==> config.mk <==
export PLATFORM = sky130hd
export DESIGN_NAME = keccak_block_packer_flat
export DESIGN_NICKNAME = d
export VERILOG_FILES = /design/src/rtl/keccak_block_packer_if.sv /design/src/rtl/keccak_block_packer.sv /design/src/flat_wrapper.sv
export SDC_FILE = /design/constraint.sdc
export NUM_CORES = 1
export LEC_CHECK = 0
export ABC_AREA = 0
export BUFFER_PORTS_ARGS = -buffer_cell sky130_fd_sc_hd__buf_2
export CELL_PAD_IN_SITES_DETAIL_PLACEMENT = 1
export CELL_PAD_IN_SITES_GLOBAL_PLACEMENT = 2
export CORE_MARGIN = 5
export CORE_UTILIZATION = 31
export DETAILED_ROUTE_END_ITERATION = 16
export PLACE_DENSITY_LB_ADDON = 0.1
export SLEW_MARGIN = 20
export SYNTH_ARGS = -nofsm -noshare
export SYNTH_HDL_FRONTEND = slang
export SYNTH_SLANG_ARGS = --single-unit
==> constraint.sdc <==
create_clock -name clk -period 4.4 [get_ports clk]
set_clock_uncertainty 0.1 [all_clocks]
set_input_delay 0.22 -clock clk [delete_from_list [all_inputs] [get_ports clk]]
set_output_delay 0.22 -clock clk [all_outputs]
set_load 0.01 [all_outputs]
==> src/rtl/keccak_block_packer_if.sv <==
// Word-in / block-out bundle between the message source, the packer and the hash core.
interface keccak_block_packer_if;
  localparam int unsigned WORD_W = 64;
  localparam int unsigned BLK_W  = 576;

  logic [WORD_W-1:0] s_data;
  logic              s_valid;
  logic              s_last;
  logic [3:0]        s_bytes;
  logic              s_ready;
  logic [BLK_W-1:0]  blk_data;
  logic              blk_in_ready;
  logic              blk_is_last;
  logic [9:0]        blk_byte_num;
  logic              buffer_full;

  modport master (
    output s_data, s_valid, s_last, s_bytes, buffer_full,
    input  s_ready, blk_data, blk_in_ready, blk_is_last, blk_byte_num
  );

  modport slave (
    input  s_data, s_valid, s_last, s_bytes, buffer_full,
    output s_ready, blk_data, blk_in_ready, blk_is_last, blk_byte_num
  );
endinterface

==> src/rtl/keccak_block_packer.sv <==
// Packs 64-bit message words into 576-bit Keccak rate blocks and offers them to the hash core.
module keccak_block_packer (
  input  logic                  clk,
  input  logic                  reset,
  keccak_block_packer_if.slave  bus
);
  localparam int unsigned WORD_W    = 64;
  localparam int unsigned BLK_W     = 576;
  localparam int unsigned BLK_WORDS = 9;

  typedef enum logic [1:0] {FILL, SEND, SEND_EMPTY} state_e;

  state_e             state_q, state_d;
  logic [3:0]         wcnt_q, wcnt_d;
  logic [6:0]         bcnt_q, bcnt_d;
  logic [BLK_W-1:0]   block_q, block_d;
  logic               pend_empty_q, pend_empty_d;
  logic               is_last_q, is_last_d;
  logic [9:0]         byte_num_q, byte_num_d;
  logic               s_ready_q, s_ready_d;
  logic               in_ready_q, in_ready_d;

  logic [3:0]         n_bytes;
  logic [6:0]         bcnt_sum;
  logic [WORD_W-1:0]  word_masked;

  // State and output registers
  always_ff @(posedge clk) begin
    if (reset) begin
      state_q      <= FILL;
      wcnt_q       <= '0;
      bcnt_q       <= '0;
      block_q      <= '0;
      pend_empty_q <= 1'b0;
      is_last_q    <= 1'b0;
      byte_num_q   <= '0;
      s_ready_q    <= 1'b1;
      in_ready_q   <= 1'b0;
    end else begin
      state_q      <= state_d;
      wcnt_q       <= wcnt_d;
      bcnt_q       <= bcnt_d;
      block_q      <= block_d;
      pend_empty_q <= pend_empty_d;
      is_last_q    <= is_last_d;
      byte_num_q   <= byte_num_d;
      s_ready_q    <= s_ready_d;
      in_ready_q   <= in_ready_d;
    end
  end

  // Next-state, counters and block contents
  always_comb begin
    state_d      = state_q;
    wcnt_d       = wcnt_q;
    bcnt_d       = bcnt_q;
    block_d      = block_q;
    pend_empty_d = pend_empty_q;
    is_last_d    = is_last_q;
    byte_num_d   = byte_num_q;

    // Non-last words always count as 8 bytes; oversize counts clamp to 8
    n_bytes = 4'd8;
    if (bus.s_last && (bus.s_bytes < 4'd8)) n_bytes = bus.s_bytes;
    bcnt_sum = bcnt_q + 7'(n_bytes);

    word_masked = '0;
    for (int i = 0; i < 8; i++) begin
      if (4'(i) < n_bytes) word_masked[WORD_W-1-8*i -: 8] = bus.s_data[WORD_W-1-8*i -: 8];
    end

    case (state_q)
      FILL: begin
        if (bus.s_valid && s_ready_q) begin
          for (int k = 0; k < BLK_WORDS; k++) begin
            if (wcnt_q == 4'(k)) block_d[BLK_W-1-WORD_W*k -: WORD_W] = word_masked;
          end
          wcnt_d = wcnt_q + 4'd1;
          bcnt_d = bcnt_sum;
          if (bus.s_last) begin
            state_d = SEND;
            // A message ending exactly on a block boundary needs a trailing empty block
            if (bcnt_sum == 7'd72) begin
              is_last_d    = 1'b0;
              byte_num_d   = 10'd72;
              pend_empty_d = 1'b1;
            end else begin
              is_last_d    = 1'b1;
              byte_num_d   = 10'(bcnt_sum);
            end
          end else if (wcnt_q == 4'd8) begin
            state_d    = SEND;
            is_last_d  = 1'b0;
            byte_num_d = 10'd72;
          end
        end
      end
      SEND: begin
        if (!bus.buffer_full) begin
          wcnt_d       = '0;
          bcnt_d       = '0;
          block_d      = '0;
          pend_empty_d = 1'b0;
          byte_num_d   = '0;
          if (pend_empty_q) begin
            state_d   = SEND_EMPTY;
            is_last_d = 1'b1;
          end else begin
            state_d   = FILL;
            is_last_d = 1'b0;
          end
        end
      end
      SEND_EMPTY: begin
        if (!bus.buffer_full) begin
          state_d    = FILL;
          wcnt_d     = '0;
          bcnt_d     = '0;
          block_d    = '0;
          is_last_d  = 1'b0;
          byte_num_d = '0;
        end
      end
      default: begin
        state_d = FILL;
      end
    endcase

    s_ready_d  = (state_d == FILL);
    in_ready_d = (state_d != FILL);
  end

  assign bus.s_ready      = s_ready_q;
  assign bus.blk_in_ready = in_ready_q;
  assign bus.blk_is_last  = is_last_q;
  assign bus.blk_byte_num = byte_num_q;
  assign bus.blk_data     = block_q;
endmodule

==> src/flat_wrapper.sv <==
// flat-port wrapper written by rule: the top's interface ports become plain ports
module keccak_block_packer_flat 
  (clk, reset, bus_s_data, bus_s_valid, bus_s_last, bus_s_bytes, bus_buffer_full, bus_s_ready, bus_blk_data, bus_blk_in_ready, bus_blk_is_last, bus_blk_byte_num);
  keccak_block_packer_if bus_i ();
  input  logic clk;
  input  logic reset;
  input wire logic [$bits(bus_i.s_data)-1:0] bus_s_data;
  input wire logic [$bits(bus_i.s_valid)-1:0] bus_s_valid;
  input wire logic [$bits(bus_i.s_last)-1:0] bus_s_last;
  input wire logic [$bits(bus_i.s_bytes)-1:0] bus_s_bytes;
  input wire logic [$bits(bus_i.buffer_full)-1:0] bus_buffer_full;
  output wire logic [$bits(bus_i.s_ready)-1:0] bus_s_ready;
  output wire logic [$bits(bus_i.blk_data)-1:0] bus_blk_data;
  output wire logic [$bits(bus_i.blk_in_ready)-1:0] bus_blk_in_ready;
  output wire logic [$bits(bus_i.blk_is_last)-1:0] bus_blk_is_last;
  output wire logic [$bits(bus_i.blk_byte_num)-1:0] bus_blk_byte_num;
  assign bus_i.s_data = bus_s_data;
  assign bus_i.s_valid = bus_s_valid;
  assign bus_i.s_last = bus_s_last;
  assign bus_i.s_bytes = bus_s_bytes;
  assign bus_i.buffer_full = bus_buffer_full;
  assign bus_s_ready = bus_i.s_ready;
  assign bus_blk_data = bus_i.blk_data;
  assign bus_blk_in_ready = bus_i.blk_in_ready;
  assign bus_blk_is_last = bus_i.blk_is_last;
  assign bus_blk_byte_num = bus_i.blk_byte_num;
  keccak_block_packer u_core (.clk(clk), .reset(reset), .bus(bus_i));
endmodule
==> results.sh <==
export IMPL_timing_rr_start="u_core.state_q[0]"
export IMPL_die_h_microns=277.8
export IMPL_coreArea_sq_mm=0.07136
export IMPL_cp_slowest_stage_delay_ps=560
export IMPL_ys_top_cells_by_count="nand2_1 (1172), dfxtp_1 (600), a21oi_1 (595), clkbuf_1 (133), buf_2 (87)"
export IMPL_clkLatencyLatePin_ps=600
export IMPL_clk_pin_slew_ps=60
export IMPL_grt_pass1_vias=21580
export IMPL_synth_largest_area_cell="dfxtp_1"
export IMPL_switching_share_pct=28.35
export IMPL_row_count=98
export IMPL_worst_pin_slew_ps=1140
export IMPL_antenna_left=0
export IMPL_clock_sinks=600
export IMPL_post_cts_resized=0
export IMPL_r2r_slack_ps=1260
export IMPL_gr_usage_all_layers_pct=24.90
export IMPL_wl_per_cell_microns=23.36
export IMPL_crit_path_start="u_core.state_q[0]"
export IMPL_syn_area_per_cell_sq_um=7.832
export IMPL_async_flop_share_pct=0
export IMPL_min_period_ps=3143
export IMPL_powerDensity_mw_per_mm2=472.2
export IMPL_htreeDepth=3
export IMPL_grt_overflow=0
export IMPL_synth_top_area_share_pct=54.02
export IMPL_syn_to_final_growth_pct=25.82
export IMPL_grt_antenna_before_repair=6
export IMPL_run_status="finished, final reports clean"
export IMPL_cp_cell_sequence="inv_1 > ha_1 > buf_4 > and2_1 > a211o_2 > a21oi_4 > buf_12 > nand2_1 > a21oi_1"
export IMPL_ys_warnings_count=0
export IMPL_seqPwrFrac_pct=43.8
export IMPL_synth_area_sq_mm=0.02224
export IMPL_yosys_top_cells_area="dfxtp_1 (54%), nand2_1 (20%), a21oi_1 (13%)"
export IMPL_p_sw_mw=3.745
export IMPL_worstHoldStart="bus_s_data[22]"
export IMPL_grt_pass1_wl_mm=146.9
export IMPL_cp_slowest_cell="a211o_2"
export IMPL_r2r_end="u_core.bus.blk_data[484]"
export IMPL_leakage_nw=11.70
export IMPL_drt_total_wl_mm=101.5
export IMPL_finalMaxSlewViolations=0
export IMPL_path_buf_inv=3
export IMPL_synth_edf_count=0
export IMPL_vias=21290
export IMPL_grt_max_degree=175
export IMPL_cts_tree="yes"
export IMPL_hpwlAfterDp_mm=69.14
export IMPL_crit_family="compound AO/OA/AOI/OAI gates"
export IMPL_finalSetupViolCount=0
export IMPL_worstPathArrival_ps=3580
export IMPL_fmax_mhz=318.2
export IMPL_start_util_pct=31.16
export IMPL_port_buffers=658
export IMPL_ys_seq_area_share_pct=54.02
export IMPL_ys_flop_type="dfxtp_1"
export IMPL_ys_seq_elements=600
export IMPL_drive_gt1_share_pct=24.09
export IMPL_ir_worst_vdd_mv=0.2620
export IMPL_firstDrtPassIters=5
export IMPL_drc=0
export IMPL_fp_dieArea_sq_mm=0.07718
export IMPL_rsz0062_at_grt="no"
export IMPL_relSlewSlack_pct=23.39
export IMPL_tns_ps=0
export IMPL_finalCritPeriodShare_pct=71.43
export IMPL_p_comb_share_pct=12.4
export IMPL_end_kind="flop"
export IMPL_cts_root_buf="clkbuf_16"
export IMPL_die_w_microns=277.8
export IMPL_via_per_inst=4.900
export IMPL_drv_cap=0
export IMPL_reg2reg_depth=9
export IMPL_fin_util_pct=39.20
export IMPL_postCtsSetupBuffers=0
export IMPL_worstHoldPathType="in2reg"
export IMPL_drtIter0Drc=1259
export IMPL_cts_buffer_depth=3
export IMPL_gp_congestion=0.8082
export IMPL_syn_instance_count=2839
export IMPL_yosys_cell_count_top_type="nand2_1"
export IMPL_final_nets=3426
export IMPL_hold_buffers=1
export IMPL_critPathLaunchType="flop"
export IMPL_cp_data_required_time_ps=4840
export IMPL_criticalPathCategory="reg2reg"
export IMPL_ioPinCount=662
export IMPL_crit_path_max_fanout=53
export IMPL_synth_cell_types=44
export IMPL_numCtsBuffers=69
export IMPL_intPower_mw=9.465
export IMPL_endpoint="u_core.bus.blk_data[484]"
export IMPL_finalHoldViolCount=0
export IMPL_cp_num_cells=9
export IMPL_clock_power_share_pct=43.8
[sequential cells by signal (all words and copies together), names as in the netlist]
signal,cells
u_core.bcnt_q,7
u_core.bus.s_ready,1
u_core.bus.blk_is_last,1
u_core.wcnt_q,4
u_core.bus.blk_byte_num,7
u_core.bus.blk_in_ready,1
u_core.pend_empty_q,1
u_core.state_q,2
u_core.bus.blk_data,576
[area by class of cell]
type	instances	area, sq um
fill	8781	43390
sequential	600	12010
multi-input combinational	1966	8857
timing repair buffer	687	3598
clock buffer	99	2019
tap	950	1189
clock inverter	24	232.7
inverter	15	56.30
antenna	5	12.51
[metal layers]
metal	GRT usage (%)	wire, microns
met1	29.84	41280
met2	42.85	49240
met4	8.013	3626
met5	0	13
met3	7.558	7341
[placed cells by master (no fill, tap or decap), types with 3 or more instances in the layout]
cell / instances
nand3b_1: 3
nor2_1: 26
inv_6: 4
nor3b_1: 3
o21ai_0: 7
and2_1: 67
clkbuf_16: 69
a21oi_4: 9
buf_12: 6
buf_4: 22
a211oi_1: 3
nor2b_1: 3
clkinv_2: 15
diode_2: 5
a31oi_1: 3
nor3_1: 4
clkbuf_8: 18
dfxtp_1: 600
xnor2_1: 3
buf_2: 657
o21a_1: 3
ha_1: 13
nand2_1: 1172
a21oi_1: 595
nand2b_1: 4
bufinv_16: 3
inv_1: 15
a22oi_1: 9
nand3_1: 5
clkbuf_1: 12
conb_1: 3
a21o_4: 6
[power by group through the flow]
| stage | Sequential (mW) | Clock (mW) | Combinational, mW |
|---|---|---|---|
| finish | 5.79 | 5.79 | 1.63 |
| global route | 5.81 | 6.15 | 1.78 |
| CTS | 5.79 | 5.92 | 1.67 |
| detailed placement | 5.91 | 0 | 1.67 |
| global placement | 5.90 | 0 | 1.64 |
| floorplan | 6.00 | 0 | 0.849 |
[worst min path at each step]
| stage | to | depth (start not counted) |
|---|---|---|
| floorplan | u_core.bcnt_q[3] | 2 |
| global placement | u_core.bus.blk_data[402] | 2 |
| detailed placement | u_core.bus.blk_data[364] | 2 |
| CTS | u_core.bus.blk_is_last | 5 |
| global route | u_core.bus.blk_is_last | 5 |
| finish | u_core.bus.blk_data[86] | 4 |
[metrics by stage]
stage	setup slack, ps	power (mW)	instance area [sq um]	cells	hold slack [ps]
2_1_floorplan	1782	6.845	22240	2841	336.2
3_3_place_gp	1069	7.539	25700	4217	339.4
3_5_place_dp	891.3	7.577	25700	4217	344.9
4_1_cts	872.2	13.38	27960	4341	28.32
5_1_grt	1070	13.74	27970	4344	56.41
6_report	1257	13.21	27980	4346	55.20
[cell families after synthesis]
| group | share of synthesized area, % |
|---|---|
| buffers and inverters | 6.432 |
| and+or+nand+nor | 22.85 |
| other | 0.01687 |
| muxes | 0.09566 |
| AOI/OAI and AO/OA | 15.56 |
| adders and majority gates | 0.8216 |
| xor gates and xnor gates | 0.1970 |
| DFF | 54.02 |
[worst min-delay path, stage by stage]
cell	delay, ps
buf_2	90
and2_1	250
nand2_1	100
a21oi_1	60
(Power assumes the default switching activity.)
